## config.mk

```make
export PLATFORM = sky130hd
export DESIGN_NAME = hazard_ctrl
export DESIGN_NICKNAME = d
export VERILOG_FILES = /design/src/rtl/hazard_ctrl.sv
export SDC_FILE = /design/constraint.sdc
export NUM_CORES = 1
export LEC_CHECK = 0
export CAP_MARGIN = 40
export CORE_MARGIN = 1.5
export CORE_UTILIZATION = 25
export CTS_BUF_LIST = sky130_fd_sc_hd__clkbuf_4 sky130_fd_sc_hd__clkbuf_8
export CTS_CLUSTER_DIAMETER = 30
export DETAILED_ROUTE_END_ITERATION = 8
export PLACE_DENSITY = 0.71
export RECOVER_POWER = 50
export SETUP_SLACK_MARGIN = 0.02
export SYNTH_ARGS = -nofsm -noshare
export SYNTH_HDL_FRONTEND = slang
export SYNTH_SLANG_ARGS = --single-unit
```

## constraint.sdc

```tcl
create_clock -name clk -period 2.7 [get_ports clk]
set_input_delay 0.405 -clock clk [delete_from_list [all_inputs] [get_ports clk]]
set_output_delay 0.405 -clock clk [all_outputs]
set_load 0.005 [all_outputs]
```

## src/rtl/hazard_ctrl.sv

```systemverilog
// -----------------------------------------------------------------------------
// hazard_ctrl
// Hazard unit for a five-stage pipeline: operand forwarding, load-use stall,
// control-hazard flush and a small sequencer that parks the pipeline while an
// instruction in Execute waits on the multicycle (mul/div) unit.
//
// Ports
//   clk, rst                  pipeline clock, synchronous active-high reset
//   Rs1D, Rs2D                source registers of the instruction in Decode
//   Rs1E, Rs2E                source registers of the instruction in Execute
//   RdE, RdM, RdW             destination registers in Execute/Memory/Writeback
//   RegWriteM, RegWriteW      register-write enables in Memory/Writeback
//   LoadE                     instruction in Execute is a load
//   PCSrcE                    taken branch / jump resolved in Execute
//   McReqE, McDone            multicycle request from Execute, result-valid pulse
//   ForwardAE, ForwardBE      00 = reg file, 01 = ResultW, 10 = ALUResultM
//   StallF, StallD, StallE    hold PC, F/D and D/E registers
//   FlushD, FlushE, FlushM    clear F/D, D/E and E/M registers
//   McStart, McBusy           multicycle start pulse, sequencer not idle
//   StallCnt, FlushCnt        saturating performance counters
//
// Build option
//   HAZ_PERF_CNT_EN           when defined, adds StallCnt/FlushCnt and their
//                             counters; otherwise the ports do not exist.
//
// Multicycle sequencer states
//   state   | meaning
//   IDLE    | no multicycle op; a request here starts the unit and stalls
//   BUSY    | unit running; pipeline frozen, bubble into E/M until McDone
//   DONE    | result ready; one unstalled cycle lets Execute advance
// -----------------------------------------------------------------------------
module hazard_ctrl (
    input  logic       clk,
    input  logic       rst,
    input  logic [4:0] Rs1D,
    input  logic [4:0] Rs2D,
    input  logic [4:0] Rs1E,
    input  logic [4:0] Rs2E,
    input  logic [4:0] RdE,
    input  logic [4:0] RdM,
    input  logic [4:0] RdW,
    input  logic       RegWriteM,
    input  logic       RegWriteW,
    input  logic       LoadE,
    input  logic       PCSrcE,
    input  logic       McReqE,
    input  logic       McDone,
    output logic [1:0] ForwardAE,
    output logic [1:0] ForwardBE,
    output logic       StallF,
    output logic       StallD,
    output logic       StallE,
    output logic       FlushD,
    output logic       FlushE,
    output logic       FlushM,
    output logic       McStart,
    output logic       McBusy
`ifdef HAZ_PERF_CNT_EN
   ,output logic [31:0] StallCnt,
    output logic [31:0] FlushCnt
`endif
);

    typedef enum logic [1:0] {
        ST_IDLE = 2'd0,
        ST_BUSY = 2'd1,
        ST_DONE = 2'd2
    } mc_state_e;

    mc_state_e state_q, state_d;

    logic load_use;
    logic mc_start;
    logic mc_stall;

    // Memory stage wins over Writeback because it holds the younger value.
    // x0 is hardwired to zero, so a write to it is never forwarded.
    function automatic logic [1:0] fwd_sel(
        input logic [4:0] rs,
        input logic [4:0] rd_m,
        input logic [4:0] rd_w,
        input logic       we_m,
        input logic       we_w
    );
        if (we_m && (rd_m != 5'd0) && (rd_m == rs))
            return 2'b10;
        else if (we_w && (rd_w != 5'd0) && (rd_w == rs))
            return 2'b01;
        else
            return 2'b00;
    endfunction

    assign ForwardAE = fwd_sel(Rs1E, RdM, RdW, RegWriteM, RegWriteW);
    assign ForwardBE = fwd_sel(Rs2E, RdM, RdW, RegWriteM, RegWriteW);

    assign load_use = LoadE && (RdE != 5'd0) && ((RdE == Rs1D) || (RdE == Rs2D));

    // A request in IDLE takes precedence over a coincident PCSrcE.
    assign mc_start = (state_q == ST_IDLE) && McReqE;
    assign mc_stall = mc_start || (state_q == ST_BUSY);

    always_comb begin
        state_d = state_q;
        case (state_q)
            ST_IDLE: if (McReqE) state_d = ST_BUSY;
            ST_BUSY: if (McDone) state_d = ST_DONE;
            ST_DONE: state_d = ST_IDLE;
            default: state_d = ST_IDLE;
        endcase
    end

    always_ff @(posedge clk) begin
        if (rst)
            state_q <= ST_IDLE;
        else
            state_q <= state_d;
    end

    // While the sequencer freezes the pipeline, Decode/Execute must not be
    // flushed: the frozen instructions are still the ones that will proceed.
    always_comb begin
        StallF  = 1'b0;
        StallD  = 1'b0;
        StallE  = 1'b0;
        FlushD  = 1'b0;
        FlushE  = 1'b0;
        FlushM  = 1'b0;
        McStart = 1'b0;
        if (!rst) begin
            if (mc_stall) begin
                StallF  = 1'b1;
                StallD  = 1'b1;
                StallE  = 1'b1;
                FlushM  = 1'b1;
                McStart = mc_start;
            end else if (PCSrcE) begin
                FlushD = 1'b1;
                FlushE = 1'b1;
            end else if (load_use) begin
                StallF = 1'b1;
                StallD = 1'b1;
                FlushE = 1'b1;
            end
        end
    end

    assign McBusy = !rst && (state_q != ST_IDLE);

`ifdef HAZ_PERF_CNT_EN
    logic [31:0] stall_cnt_q;
    logic [31:0] flush_cnt_q;

    always_ff @(posedge clk) begin
        if (rst) begin
            stall_cnt_q <= 32'd0;
            flush_cnt_q <= 32'd0;
        end else begin
            if (StallF && (stall_cnt_q != 32'hFFFF_FFFF))
                stall_cnt_q <= stall_cnt_q + 32'd1;
            if ((FlushD || FlushE) && (flush_cnt_q != 32'hFFFF_FFFF))
                flush_cnt_q <= flush_cnt_q + 32'd1;
        end
    end

    assign StallCnt = stall_cnt_q;
    assign FlushCnt = flush_cnt_q;
`endif

endmodule
```

==> flow_summary.json, run 1 <==
{
  "status": "completed",
  "tightest_slew_ns": 0.374,
  "clock_sinks": 2,
  "finalMaxSlewViolations": 0,
  "first_global_vias": 717,
  "vias_per_cell": 4.67,
  "max_freq_mhz": 379,
  "pre_cts_ws_ns": -0.163,
  "r2r_end": "state_q[0]$_SDFFE_PP0P_",
  "hpwl_microns": 1890,
  "leakagePower_nw": 0.489,
  "worst-endpoint-arrival_ns": 2.23,
  "clock_latency_ns": 0.23,
  "clkSlewWorstSetupHoldPaths_ns": 0.03,
  "reg2reg_slack_ns": 1.90,
  "io_pins": 55,
  "grt_max_degree": 7,
  "placed_area_sq_um": 1150,
  "gp_congestion": 0.828,
  "r2r_start": "state_q[1]$_SDFFE_PP0P_",
  "yosysSeqAreaShare_pct": 7.41,
  "cellPowerDensity_nw_per_um2": 222,
  "worstPathRequired_ns": 2.30,
  "port-buffer-count": 54,
  "floorplan.initialDensity_pct": 27.0,
  "start_kind": "input port",
  "die_area_sq_um": 2450,
  "ys_warn_count": 0,
  "routed_wirelength_microns": 2120,
  "place_inst": 156,
  "largest_registers": "state_q: 2 flops",
  "largest_reg_flops": 2,
  "finalCriticalPeriod_ns": 2.64,
  "synth_seq_cells": 2,
  "final-hold-violation-count": 0,
  "antenna_found_initial": 0,
  "cp-endpoint": "ForwardAE[1]",
  "avgRoutedWirePerCell_microns": 13.4,
  "first_pass_iters": 4,
  "num_rows": 16,
  "path_max_fanout": 2,
  "ant_nets": 0,
  "die_w_microns": 49.5,
  "instances_no_fill": 159,
  "cts_tree": "built",
  "die_y_microns": 49.5,
  "coreArea_sq_um": 2000,
  "power_mw": 0.264,
  "clk_path_buf_depth": 2,
  "fin_area_sq_um": 1190,
  "htreeDepth": 1,
  "relSlewSlack_pct": 74.8,
  "initialDrtViolationCount": 17,
  "seq_area_sq_um": 40.0,
  "drv_cap": 0,
  "post_synth.cell_area_avg_sq_um": 7.72,
  "grt-ovfl-total": 0,
  "tns_ns": 0,
  "top_register": "state_q",
  "ys.flop_type": "dfxtp_1",
  "drive_gt1_share_pct": 12.9,
  "grt_pass1_wl_microns": 3260,
  "fin_crit_sh_pct": 97.8,
  "grt_use_total_pct": 17.7,
  "end_kind": "output port",
  "worst_ir_drop_vdd_uv": 235,
  "setup_viol": 0,
  "netlist-cell-type-count": 21,
  "n_fill_cell": 188,
  "worst_slack_ns": 0.0601,
  "holdBufCountCts": 0,
  "clockRootBuffer": "clkbuf_4",
  "drc_errors": 0,
  "clock_skew_ns": 0.00219,
  "grt_setup_unrepaired": "true",
  "synth_edf_count": 0,
  "hp-class": "register to register",
  "syn_to_final_growth_pct": 120,
  "via_count": 743,
  "netlist_instances": 70,
  "r2r.worst_path.cells": 2,
  "multiInputGateArea_sq_um": 498,
  "setup.worst_path.start": "RdM[0]",
  "critical_path_class": "input port to output port",
  "numCtsBuffers": 3,
  "antenna_cells": 0,
  "num-nets-final": 177,
  "syn-cell-area_sq_um": 541,
  "ys_async_sr_fraction_pct": 0,
  "synth_nets": 113
}
per-layer routing:
metal	track usage [%]	vias to the layer above	part of all wire, %
met5	0	-	0
met4	2.78	0	0.56
met3	4.55	2	3.0
met2	33.1	13	58
met1	20.3	357	39
li1	-	371	-
final cells by class:
class                   count  share of cell area, %
inverters                   2                  0.632
multi-input cells          64                   41.9
flip-flops and latches      2                   3.37
repair buffers             61                   49.4
clock buffers               3                   1.89
well taps                  27                   2.84
kinds of logic (layout without fill, tap and decap cells):
| kind of cell | count (synthesis) | count (layout) | synth area share, % |
|---|---|---|---|
| compound gates | 9 | 9 | 12.3 |
| simple gates | 25 | 25 | 27.5 |
| buf+inv | 4 | 66 | 4.17 |
| xor+xnor | 30 | 30 | 48.6 |
| flops | 2 | 2 | 7.41 |
power by group:
part,switching (mW),total (mW),internal [mW]
sequential,0.00195,0.0334,0.0315
clock,0.0191,0.0683,0.0492
combinational,0.0608,0.162,0.102
how the worst min path moves through the flow:
stage / from / end / cells past startpoint
after floorplan: state_q[0]$_SDFFE_PP0P_ / state_q[0]$_SDFFE_PP0P_ / 2
after global placement: state_q[0]$_SDFFE_PP0P_ / state_q[0]$_SDFFE_PP0P_ / 2
after detailed placement: state_q[0]$_SDFFE_PP0P_ / state_q[1]$_SDFFE_PP0P_ / 1
after CTS: state_q[0]$_SDFFE_PP0P_ / state_q[1]$_SDFFE_PP0P_ / 1
after global routing: state_q[0]$_SDFFE_PP0P_ / state_q[1]$_SDFFE_PP0P_ / 1
final: state_q[0]$_SDFFE_PP0P_ / state_q[1]$_SDFFE_PP0P_ / 1
through the flow:
step	util (%)	hold slack [ns]
floorplan	-	0.494
global placement	57.6	0.519
detailed placement	57.6	0.526
CTS	59.1	0.529
global route	59.4	0.556
finish	59.4	0.527
cells in the final DEF (no fill, tap or decap):
master	instances
o21ai_2	1
clkdlybuf4s50_1	44
o21ai_0	2
and3_1	1
xor2_1	24
o41ai_1	1
or4_1	5
o21ai_1	1
dlygate4sd2_1	5
inv_1	2
clkbuf_4	3
nand2b_1	2
a21boi_0	1
nor4_2	4
nor3_1	3
dlygate4sd3_1	5
o41ai_2	1
o21ba_2	1
nor2_1	7
dfxtp_1	2
buf_4	7
nand2_1	1
a22oi_1	1
nand3_1	2
xnor2_1	6
synth_stat cells, drive strengths merged, types with 2 or more instances:
cell	number	area share, %
xor2	24	39
nor2	7	4.9
xnor2	6	9.7
or4	5	6.9
nor4	4	6.9
o21ai	4	4.4
nor3	3	2.8
buf	2	2.8
dfxtp	2	7.4
inv	2	1.4
nand2b	2	2.3
nand3	2	1.9
o41ai	2	3.2
critical path, stage by stage:
cell             delay, ns
clkdlybuf4s50_1       0.43
buf_4                 0.15
xnor2_1               0.16
nand3_1               0.11
nor4_2                0.38
clkdlybuf4s50_1       0.60
repair_timing:
action                                  CTS  global route
buffers inserted                          0             0
endpoints found under the hold margin     0             0
endpoints found under the setup margin    6             2
resized for setup                         7             1
pin swaps                                 1             0
Note: power is estimated with default switching activity, not from simulation.
==> run 2: changes to the inputs <==
- CTS_BUF_LIST: sky130_fd_sc_hd__clkbuf_4 sky130_fd_sc_hd__clkbuf_8 -> sky130_fd_sc_hd__clkbuf_4
- REMOVE_ABC_BUFFERS: unset -> 1
==> run 2 against run 1 <==
Power is 3.3% higher. Clock skew is 0.0020 ns higher. Die area unchanged. Maximum frequency decreased by 0.33%. Utilization rose by 1.2 points. Highest routed layer unchanged.
==> flow_summary.json, run 2 (same netlist as run 1, synthesis figures left out) <==
{
  "finalMaxSlewViolations": 0,
  "first_global_vias": 782,
  "gp_congestion": 0.910,
  "final_common_cell": "clkdlybuf4s50_1",
  "switching_share_pct": 32.4,
  "placed_area_sq_um": 1160,
  "grt_pass1_wl_microns": 3680,
  "hp-class": "register to register",
  "tightest_slew_ns": 0.351,
  "syn_to_final_growth_pct": 125,
  "critical_path_class": "input port to output port",
  "grt_setup_unrepaired": "true",
  "relSlewSlack_pct": 76.3,
  "pwr-share-seq_pct": 12.3,
  "place_inst": 157,
  "clockRootBuffer": "clkbuf_4",
  "first_pass_iters": 4,
  "path_max_fanout": 2,
  "worst_ir_drop_vdd_uv": 114,
  "htreeDepth": 1,
  "whs_ns": 0.537,
  "hpwl_microns": 1980,
  "worstPathRequired_ns": 2.30,
  "vias_per_cell": 4.64,
  "grt_max_degree": 7,
  "drv_cap": 0,
  "numCtsBuffers": 3,
  "clock_latency_ns": 0.23,
  "grt_use_total_pct": 19.9,
  "end_kind": "output port",
  "status": "completed",
  "clock_sinks": 2,
  "ant_nets": 0,
  "internal_power_mw": 0.184,
  "instances_no_fill": 160,
  "drive_gt1_share_pct": 14.3,
  "p_sw_mw": 0.0885,
  "clkSlewWorstSetupHoldPaths_ns": 0.03,
  "clock_skew_ns": 0.00416,
  "cts_tree": "built",
  "start_kind": "input port",
  "finalCriticalPeriod_ns": 2.65,
  "num-nets-final": 178,
  "n_fill_cell": 189,
  "holdBufCountCts": 0,
  "worst-endpoint-arrival_ns": 2.24,
  "antenna_found_initial": 0,
  "avgRoutedWirePerCell_microns": 14.9,
  "setup_viol": 0,
  "die_w_microns": 49.5,
  "worst_slack_ns": 0.0515,
  "max_freq_mhz": 378,
  "cellPowerDensity_nw_per_um2": 225,
  "die_y_microns": 49.5,
  "num_rows": 16,
  "coreArea_sq_um": 2000,
  "io_pins": 55,
  "via_count": 743,
  "grt-ovfl-total": 0,
  "drc_errors": 0,
  "leakagePower_nw": 0.519,
  "routed_wirelength_microns": 2380,
  "port-buffer-count": 54,
  "final_util_pct": 60.6,
  "antenna_cells": 0,
  "largest_registers": "state_q: 2 flops",
  "cts_setup_buffers": 0,
  "fin_area_sq_um": 1210,
  "fin_crit_sh_pct": 98.1,
  "largest_reg_flops": 2,
  "floorplan.initialDensity_pct": 27.0,
  "top_register": "state_q",
  "clk_path_buf_depth": 2,
  "initialDrtViolationCount": 9,
  "final-hold-violation-count": 0,
  "p_clk_share_pct": 25.6,
  "die_area_sq_um": 2450,
  "pre_cts_ws_ns": -0.150,
  "power_frac_comb_pct": 62.1,
  "final_cell_mix": "clkdlybuf4s50_1 (43), xor2_1 (24), buf_4 (8)"
}
run 2: area by class of cell:
class / count / area [sq um] / share of cell area, %
sequential: 2 / 40.0 / 3.30
multi-input combinational: 64 / 514 / 42.4
timing repair buffer: 62 / 596 / 49.1
clock buffer: 3 / 22.5 / 1.86
inverter: 2 / 7.51 / 0.619
tap: 27 / 33.8 / 2.78
run 2: path summary, 6_finish.rpt:
path | start | end | slack (ns) | depth (start not counted)
hold reg to reg | state_q[0]$_SDFFE_PP0P_ | state_q[0]$_SDFFE_PP0P_ | 0.54 | 2
setup / recovery | RdM[3] | ForwardAE[0] | 0.05 | 6
hold / removal | state_q[0]$_SDFFE_PP0P_ | state_q[0]$_SDFFE_PP0P_ | 0.54 | 2
setup reg to reg | state_q[1]$_SDFFE_PP0P_ | state_q[1]$_SDFFE_PP0P_ | 1.92 | 2
run 2: layer usage:
layer | GRT usage [%] | vias to the layer above | share of wire (%)
met5 | 0 | - | 0
met4 | 13.4 | 0 | 1.5
met3 | 2.12 | 6 | 1.1
met2 | 36.0 | 7 | 58
met1 | 21.5 | 354 | 39
li1 | - | 376 | -
run 2: critical path: stages:
cell and delay (ns):
clkdlybuf4s50_1 0.42, or4_1 0.58, o21ai_4 0.22, nor4_4 0.08, nor4_2 0.27, dlygate4sd2_1 0.26
run 2: power groups by stage:
| stage | logic (mW) | clock network, mW | registers [mW] |
|---|---|---|---|
| CTS | 0.167 | 0.0718 | 0.0334 |
| detailed placement | 0.165 | 0 | 0.0339 |
| global route | 0.182 | 0.0721 | 0.0339 |
| finish | 0.169 | 0.0698 | 0.0335 |
| global placement | 0.162 | 0 | 0.0338 |
| floorplan | 0.0518 | 0 | 0.0334 |
run 2: timing repair:
item	CTS	global route
gates resized for setup	8	6
endpoints found under the setup margin	7	2
pin swaps	1	2
run 2: per-stage QoR:
stage,power [mW],TNS (ns)
after detailed placement,0.199,-0.585
after CTS,0.272,0
after global routing,0.288,-0.0191
final,0.273,0
after global placement,0.196,-0.323
after floorplan,0.0851,0
==> run 3: changes to the inputs <==
--- a/config.mk
+++ b/config.mk
@@ -9,3 +9,3 @@
 export CORE_MARGIN = 1.5
-export CORE_UTILIZATION = 25
+export CORE_UTILIZATION = 29
 export CTS_BUF_LIST = sky130_fd_sc_hd__clkbuf_4
@@ -13,3 +13,3 @@
 export DETAILED_ROUTE_END_ITERATION = 8
-export PLACE_DENSITY = 0.71
+export PLACE_DENSITY = 0.8
 export RECOVER_POWER = 50
==> constraint.sdc (replaced) <==
create_clock -name clk -period 2.9 [get_ports clk]
set_input_delay 0.435 -clock clk [delete_from_list [all_inputs] [get_ports clk]]
set_output_delay 0.435 -clock clk [all_outputs]
set_load 0.1 [all_outputs]
==> run 3 against run 2 <==
Final cell count fell by 5.0%. Worst setup slack improved by 0.067 ns. First-iteration DRC count did not move. Power rose by 14%. Sequential power fell by 6.3%. Global-route usage rose by 1.2 points. Non-clock buffer count fell by 6. Cell area fell by 3.0%. Count of clock-buffer cells in the layout did not move. Sequential share of layout area rose by 0.10 points. Largest power group unchanged.
==> flow_summary.json, run 3 (same netlist as run 1, synthesis figures left out) <==
{
  "via_count": 685,
  "cts_tree": "built",
  "worst_ir_drop_vdd_uv": 176,
  "final_common_cell": "clkdlybuf4s50_1",
  "htreeDepth": 1,
  "r2r_start": "state_q[1]$_SDFFE_PP0P_",
  "clockRootBuffer": "clkbuf_4",
  "vias_per_cell": 4.51,
  "num-nets-final": 172,
  "pwr-share-seq_pct": 10.1,
  "clock_latency_ns": 0.23,
  "fin_crit_sh_pct": 95.9,
  "hp-class": "register to register",
  "power_mw": 0.310,
  "grt_pass1_wl_microns": 3120,
  "grt_use_met1_pct": 23.9,
  "first_pass_iters": 4,
  "clk_path_buf_depth": 2,
  "instances_no_fill": 152,
  "drv_cap": 0,
  "power_frac_comb_pct": 69.3,
  "hold_depth": 2,
  "syn_to_final_growth_pct": 118,
  "clkSlewWorstSetupHoldPaths_ns": 0.03,
  "met3_usage_pct": 2.75,
  "relSlewSlack_pct": 22.9,
  "worstPathRequired_ns": 2.47,
  "r2r.worst_path.cells": 2,
  "whs_ns": 0.551,
  "finalCriticalPeriod_ns": 2.78,
  "grt_setup_unrepaired": "false",
  "coreArea_sq_um": 1750,
  "ant_nets": 0,
  "numCtsBuffers": 3,
  "drive_gt1_share_pct": 15.0,
  "final_util_pct": 67.5,
  "finalMaxSlewViolations": 0,
  "first_global_vias": 695,
  "hpwl_microns": 1840,
  "port-buffer-count": 54,
  "cts_resized": 0,
  "grt_max_degree": 7,
  "grt_use_total_pct": 21.0,
  "holdBufCountCts": 0,
  "die_area_sq_um": 2130,
  "place_inst": 149,
  "path_max_fanout": 3,
  "p_clk_share_pct": 20.5,
  "drc_errors": 0,
  "floorplan.initialDensity_pct": 31.0,
  "max_freq_mhz": 359,
  "reg2reg_slack_ns": 2.12,
  "critical_path_class": "input port to output port",
  "grt-ovfl-total": 0,
  "worst-endpoint-arrival_ns": 2.35,
  "die_w_microns": 46.2,
  "grt_use_met2_pct": 36.7,
  "hold_end": "state_q[0]$_SDFFE_PP0P_",
  "leakagePower_nw": 0.464,
  "cellPowerDensity_nw_per_um2": 263,
  "initialDrtViolationCount": 9,
  "clock_sinks": 2,
  "status": "completed",
  "r2r_end": "state_q[1]$_SDFFE_PP0P_",
  "setup_viol": 0,
  "top_usage_layer": "met2",
  "cts_setup_buffers": 0,
  "internal_power_mw": 0.173,
  "min_from": "state_q[0]$_SDFFE_PP0P_",
  "largest_registers": "state_q: 2 flops",
  "io_pins": 55,
  "p_sw_mw": 0.137,
  "die_y_microns": 46.2,
  "n_fill_cell": 166,
  "clock_skew_ns": 0.00109,
  "final-hold-violation-count": 0,
  "routed_wirelength_microns": 2060,
  "end_kind": "output port",
  "antenna_found_initial": 0,
  "antenna_cells": 0,
  "num_rows": 15,
  "largest_reg_flops": 2,
  "fin_area_sq_um": 1180,
  "final_cell_mix": "clkdlybuf4s50_1 (41), xor2_1 (24), nor2_1 (7), buf_12 (7), xnor2_1 (6)",
  "top_register": "state_q",
  "avgRoutedWirePerCell_microns": 13.5,
  "start_kind": "input port",
  "placed_area_sq_um": 1170,
  "switching_share_pct": 44.2,
  "tightest_slew_ns": 1.16,
  "gp_congestion": 0.755
}
## run 3: cell count changes in the layout (fill, tap and decap cells not counted), sizes merged
| cell | before | now |
|---|---|---|
| buf | 8 | 9 |
| clkbuf | 4 | 8 |
| clkdlybuf4s50 | 43 | 41 |
| dlygate4sd2 | 4 | 0 |
| dlygate4sd3 | 4 | 1 |
| dlymetal6s2s | 2 | 0 |
## run 3: cell type report
cell class / count / area [sq um] / share of cell area, %
timing repair buffer: 56 / 598 / 50.8
tap: 25 / 31.3 / 2.66
inverter: 2 / 7.51 / 0.638
clock buffer: 3 / 22.5 / 1.91
sequential: 2 / 40.0 / 3.40
multi-input combinational: 64 / 478 / 40.6
## run 3: power by group through the flow
stage               clock (mW)  combinational (mW)  sequential, mW
global placement             0               0.216          0.0314
CTS                     0.0674               0.219          0.0313
global route            0.0669               0.227          0.0315
finish                  0.0636               0.215          0.0314
floorplan                    0               0.110          0.0311
detailed placement           0               0.218          0.0316
## run 3: through the flow
step / setup slack, ns / TNS [ns]
after global routing: 0.0675 / 0
final: 0.118 / 0
after detailed placement: 0.112 / 0
after floorplan: -4.41 / -17.64
after global placement: 0.153 / 0
after CTS: 0.112 / 0
## run 3: how the worst max path moves through the flow
stage	cells past startpoint	slack, ns	start	endpoint
2_1_floorplan	4	-4.41	RdE[3]	StallD
3_3_place_gp	6	0.15	RdM[3]	ForwardAE[0]
3_5_place_dp	6	0.11	RdM[3]	ForwardAE[0]
4_1_cts	6	0.11	RdM[3]	ForwardAE[0]
5_1_grt	6	0.07	RdM[3]	ForwardAE[0]
6_report	6	0.12	RdM[3]	ForwardAE[0]
## run 3: critical path, stage by stage
cell             delay (ns)
clkdlybuf4s50_1        0.46
or4_1                  0.55
o21ai_2                0.15
nor4_1                 0.12
nor4_2                 0.40
buf_12                 0.22
## run 3: layer usage
metal	vias to the layer above	wire length (microns)
met5	-	0
met4	0	12
li1	360	-
met1	319	805
met3	2	11
met2	4	1230
==> RTL change 1 (settings of run 2) <==
The option `HAZ_PERF_CNT_EN` is turned on by a define.
--- a/src/rtl/hazard_ctrl.sv
+++ b/src/rtl/hazard_ctrl.sv
@@ -29,6 +29,8 @@
 //   BUSY    | unit running; pipeline frozen, bubble into E/M until McDone
 //   DONE    | result ready; one unstalled cycle lets Execute advance
 // -----------------------------------------------------------------------------
+`define HAZ_PERF_CNT_EN
+
 module hazard_ctrl (
     input  logic       clk,
     input  logic       rst,
Behaviour (old outputs only; new: FlushCnt and StallCnt): unchanged (equiv_simple and equiv_induct, registers matched by name and starting in step).
==> RTL change 1 against run 2 <==
  * Sequential power grew to 29 times the old value
  * Sequential cell count grew 64
  * Fmax grew 1.9%
  * Critical path type unchanged
  * Largest cell class is now multi-input combinational cells
  * Clock power grew to 9.5 times the old value
  * Synthesized area grew to 7.2 times the old value
  * Final area grew to 4.6 times the old value
  * Worst setup slack gained 0.050 ns
  * Wire length grew to 4.7 times the old value
  * Power grew to 7.1 times the old value
==> RTL change 1: results (changes against run 2) <==
[cells_and_area]
num-fill-cells = 1542  ; was 189
inv_count = 9  ; was 2
syn_to_final_growth_pct = 44.7  ; was 125%
comb.multi_input.count = 368  ; was 64
fin_cells = 803  ; was 160
clock_area_share_pct = 2.28  ; was 1.86%
nonClkBufAreaFrac_pct = 26.4  ; was 49.1%
n_antenna_cell = 1  ; was 0
buffers_excl_clock = 155  ; was 62
clkbuf_count = 11  ; was 3
final_nets = 654  ; was 178

[placed_design]
post-dp-hpwl_mm = 8.06  ; was 1.98 mm
port_buffers = 118  ; was 54
dp_cells = 786  ; was 157
place_congestion = 0.764  ; was 0.910
placed_area_sq_um = 5480  ; was 1160 sq um

[global_route]
grt_max_degree = 62  ; was 7
grt.met3_usage_pct = 3.39  ; was 2.12%
grt_use_met1_pct = 17.7  ; was 21.5%
grt_pass1_wl_mm = 17.7  ; was 3.68 mm
gr-usage-met2_pct = 20.8  ; was 36.0%

[synthesis]
ys_seq_area_share_pct = 34.1  ; was 7.41%
synth-seq-cells = 66  ; was 2
synth_cells = 472  ; was 70
synthTopCellsByArea = dfxtp_1 (34%), or4_1 (5.8%), a21oi_1 (5.6%)  ; was xor2_1 (39%), xnor2_1 (9.7%), dfxtp_1 (7.4%)
synth_common_cells = dfxtp_1 (66), a21oi_1 (43), nand2_1 (31)  ; was xor2_1 (24), nor2_1 (7), xnor2_1 (6)
synth.distinct_cells = 47  ; was 21

[drt]
drtIter0Drc = 283  ; was 9
wl_met3_um = 789  ; was 25 um
wl_met2_mm = 4.88  ; was 1.39 mm
totalWireLength_mm = 11.1  ; was 2.38 mm

[worst_setup_path]
cpLargestDelayFamily = buffers and inverters  ; was simple AND/OR/NAND/NOR gates
cp.arrival_ns = 2.19  ; was 2.24 ns
critPathMaxStageDelay_ns = 0.54  ; was 0.58 ns

[clock_tree]
htreeDepth = 3  ; was 1
cts.clk_slew.worst_paths_ns = 0.11  ; was 0.03 ns
cts_buffers = 9  ; was 3
cts_resized = 10  ; was 8
clk_latency_ns = 0.45  ; was 0.23 ns

[sta]
worst_slew_pin_slew_ns = 0.677  ; was 0.351 ns

[power]
combPwrFrac_pct = 14.4  ; was 62.1%
internal-power_mw = 1.42  ; was 0.184 mW
pwr-share-seq_pct = 51.1  ; was 12.3%
power_density_nw_per_um2 = 344  ; was 225 nW/um^2

[outcome]
status = completed  ; unchanged

[min_path]
worstHoldPathType = in -> reg  ; was reg -> reg

RTL change 1: changes by cell type after synthesis, moves of 13 or more:
cell,change
o21ai_1,+18
nor2_1,+13
dfxtp_1,+64
a21oi_1,+43
or4_1,+25
nand2_1,+30
o31ai_1,+23
or3_1,+19
nand3_1,+22
clkbuf_1,+13
nand4_1,+28
RTL change 1: path summary, 6_finish.rpt:
kind              cells past startpoint      endpoint          from  slack, ns
hold / removal                        2   StallCnt[1]           rst       0.28
setup / recovery                      6  ForwardAE[1]        RdM[1]       0.10
setup reg to reg                      7   FlushCnt[1]  FlushCnt[10]       0.33
hold reg to reg                       2    state_q[1]    state_q[0]       0.50
RTL change 1: cell families (layout without fill, tap and decap cells):
logic type	after synthesis	after routing	share of synthesized area [%]
buf+inv	38	180	4.58
compound gates	112	112	17.9
mux	8	8	2.26
fa+ha+maj	2	2	0.645
simple gates	214	214	33.2
flops	66	66	34.1
other cells	0	1	0
xor+xnor	32	32	7.23
==> RTL change 2 (flow settings as in run 2) <==
Made on the original files. Encoding of `mc_state_e`: now one-hot (3 bits for 3 states).
--- a/src/rtl/hazard_ctrl.sv
+++ b/src/rtl/hazard_ctrl.sv
@@ -61,10 +61,10 @@
 `endif
 );
 
-    typedef enum logic [1:0] {
-        ST_IDLE = 2'd0,
-        ST_BUSY = 2'd1,
-        ST_DONE = 2'd2
+    typedef enum logic [2:0] {
+        ST_IDLE = 3'b001,
+        ST_BUSY = 3'b010,
+        ST_DONE = 3'b100
     } mc_state_e;
 
     mc_state_e state_q, state_d;
Check against the original RTL: no difference found for any inputs over 10 cycles, from zero or initial values and one cycle with rst high; not proved beyond that.
==> RTL change 2 against run 2 <==
  * Worst setup slack improved by 0.052 ns
  * Cell count increased by 2.5%
  * Final area increased by 4.6%
  * Synthesized area increased by 5.6%
  * Wire length decreased by 18%
  * Sequential power increased by 44%
  * Non-clock buffer count increased by 1
  * Sequential cell count increased by 1
  * Power increased by 13%
  * Critical endpoint is now ForwardBE[0]
  * Largest power group unchanged
==> RTL change 2: results (changes against run 2) <==
[placed_design]
place_congestion = 0.715  ; was 0.910
post-dp-hpwl_mm = 1.68  ; was 1.98 mm

[cells_and_area]
final_nets = 180  ; was 178
layout-drive-gt1-share_pct = 16.2  ; was 14.3%
num-fill-cells = 200  ; was 189

[synthesis]
synth.distinct_cells = 25  ; was 21
synthTopCellsByArea = xor2_1 (37%), dfxtp_1 (11%), xnor2_1 (9.2%)  ; was xor2_1 (39%), xnor2_1 (9.7%), dfxtp_1 (7.4%)
synth_common_cells = xor2_1 (24), xnor2_1 (6), nor2_1 (4), or4_1 (4)  ; was xor2_1 (24), nor2_1 (7), xnor2_1 (6)
ys_seq_area_share_pct = 10.5  ; was 7.41%

[drt]
drtIter0Drc = 3  ; was 9
via_per_inst = 4.62  ; was 4.64
totalWireLength_mm = 1.94  ; was 2.38 mm

[power]
switchingPower_mw = 0.0899  ; was 0.0885 mW
leakage_nw = 0.542  ; was 0.519 nW

[outcome]
status = completed  ; unchanged

[sta]
skew_ns = 0.00537  ; was 0.00416 ns
slew_headroom_pct = 79.5  ; was 76.3%

[worst_setup_path]
cp.arrival_ns = 2.19  ; was 2.24 ns
cp_max_fo = 2  ; unchanged
critPathMaxStageDelay_ns = 0.55  ; was 0.58 ns
worstReg2RegStart = state_q[0]  ; was state_q[1]
cp_slowest_cell = or4_4  ; was or4_1
setup.worst_path.start = RdM[1]  ; was RdM[3]

[global_route]
grt_pass1_wl_mm = 2.96  ; was 3.68 mm
grt_max_degree = 8  ; was 7
groute.usage.overall_pct = 15.1  ; was 19.9%

[clock_tree]
cts_root_buf = clkbuf_4  ; unchanged

[RTL change 2: final timing paths]
check	end	slack, ns	depth (start not counted)
setup / recovery	ForwardBE[0]	0.10	6
hold / removal	state_q[2]	0.52	1
setup reg to reg	state_q[2]	1.78	2
hold reg to reg	state_q[2]	0.52	1
[RTL change 2: routing by layer]
| metal | up-vias | global-route usage (%) | routed length (um) |
|---|---|---|---|
| li1 | 385 | - | - |
| met1 | 321 | 15.2 | 735 |
| met2 | 47 | 29.2 | 980 |
| met3 | 4 | 3.27 | 184 |
| met4 | 0 | 6.76 | 38 |
| met5 | - | 0 | 0 |
[RTL change 2: stage by stage]
stage | instances | setup slack (ns) | TNS (ns) | area [sq um] | power, mW
final | 164 | 0.104 | 0 | 1270 | 0.309
after global routing | 164 | 0.0134 | 0 | 1270 | 0.331
after CTS | 164 | 0.0226 | 0 | 1240 | 0.314
after detailed placement | 160 | -0.150 | -0.415 | 1200 | 0.218
after global placement | 160 | -0.115 | -0.306 | 1200 | 0.215
after floorplan | 69 | 0.866 | 0 | 556 | 0.103
[RTL change 2: kinds of logic (layout without fill, tap and decap cells)]
family,Yosys count,count (layout),share of synthesized area (%)
and+or+nand+nor,26,26,30.0
xor gates and xnor gates,30,30,46.1
buffers and inverters,4,69,3.95
DFF,3,3,10.5
AOI/OAI and AO/OA,8,8,9.43
[RTL change 2: power by group through the flow]
stage	Clock, mW	Combinational [mW]	Sequential, mW
final	0.0895	0.172	0.0483
after global routing	0.0960	0.186	0.0485
after CTS	0.0933	0.172	0.0483
after detailed placement	0	0.169	0.0490
after global placement	0	0.167	0.0488
after floorplan	0	0.0543	0.0487
[RTL change 2: repair_timing]
action / CTS / global route
pin swaps: 0 / 2
hold endpoints to repair: 0 / 0
endpoints found under the setup margin: 6 / 5
gates resized for setup: 6 / 6
[RTL change 2: worst reg2reg max path: cells and delay by family, from the launching register on]
family        cells  cell delay (ns)
simple gates      2             0.51
flops             1             0.31
[RTL change 2: area by class of cell]
| type | instances | share of cell area [%] |
|---|---|---|
| clock buffer | 4 | 2.36 |
| inverter | 2 | 0.591 |
| multi-input combinational | 64 | 41.6 |
| sequential | 3 | 4.73 |
| tap | 28 | 2.76 |
| timing repair buffer | 63 | 48.0 |
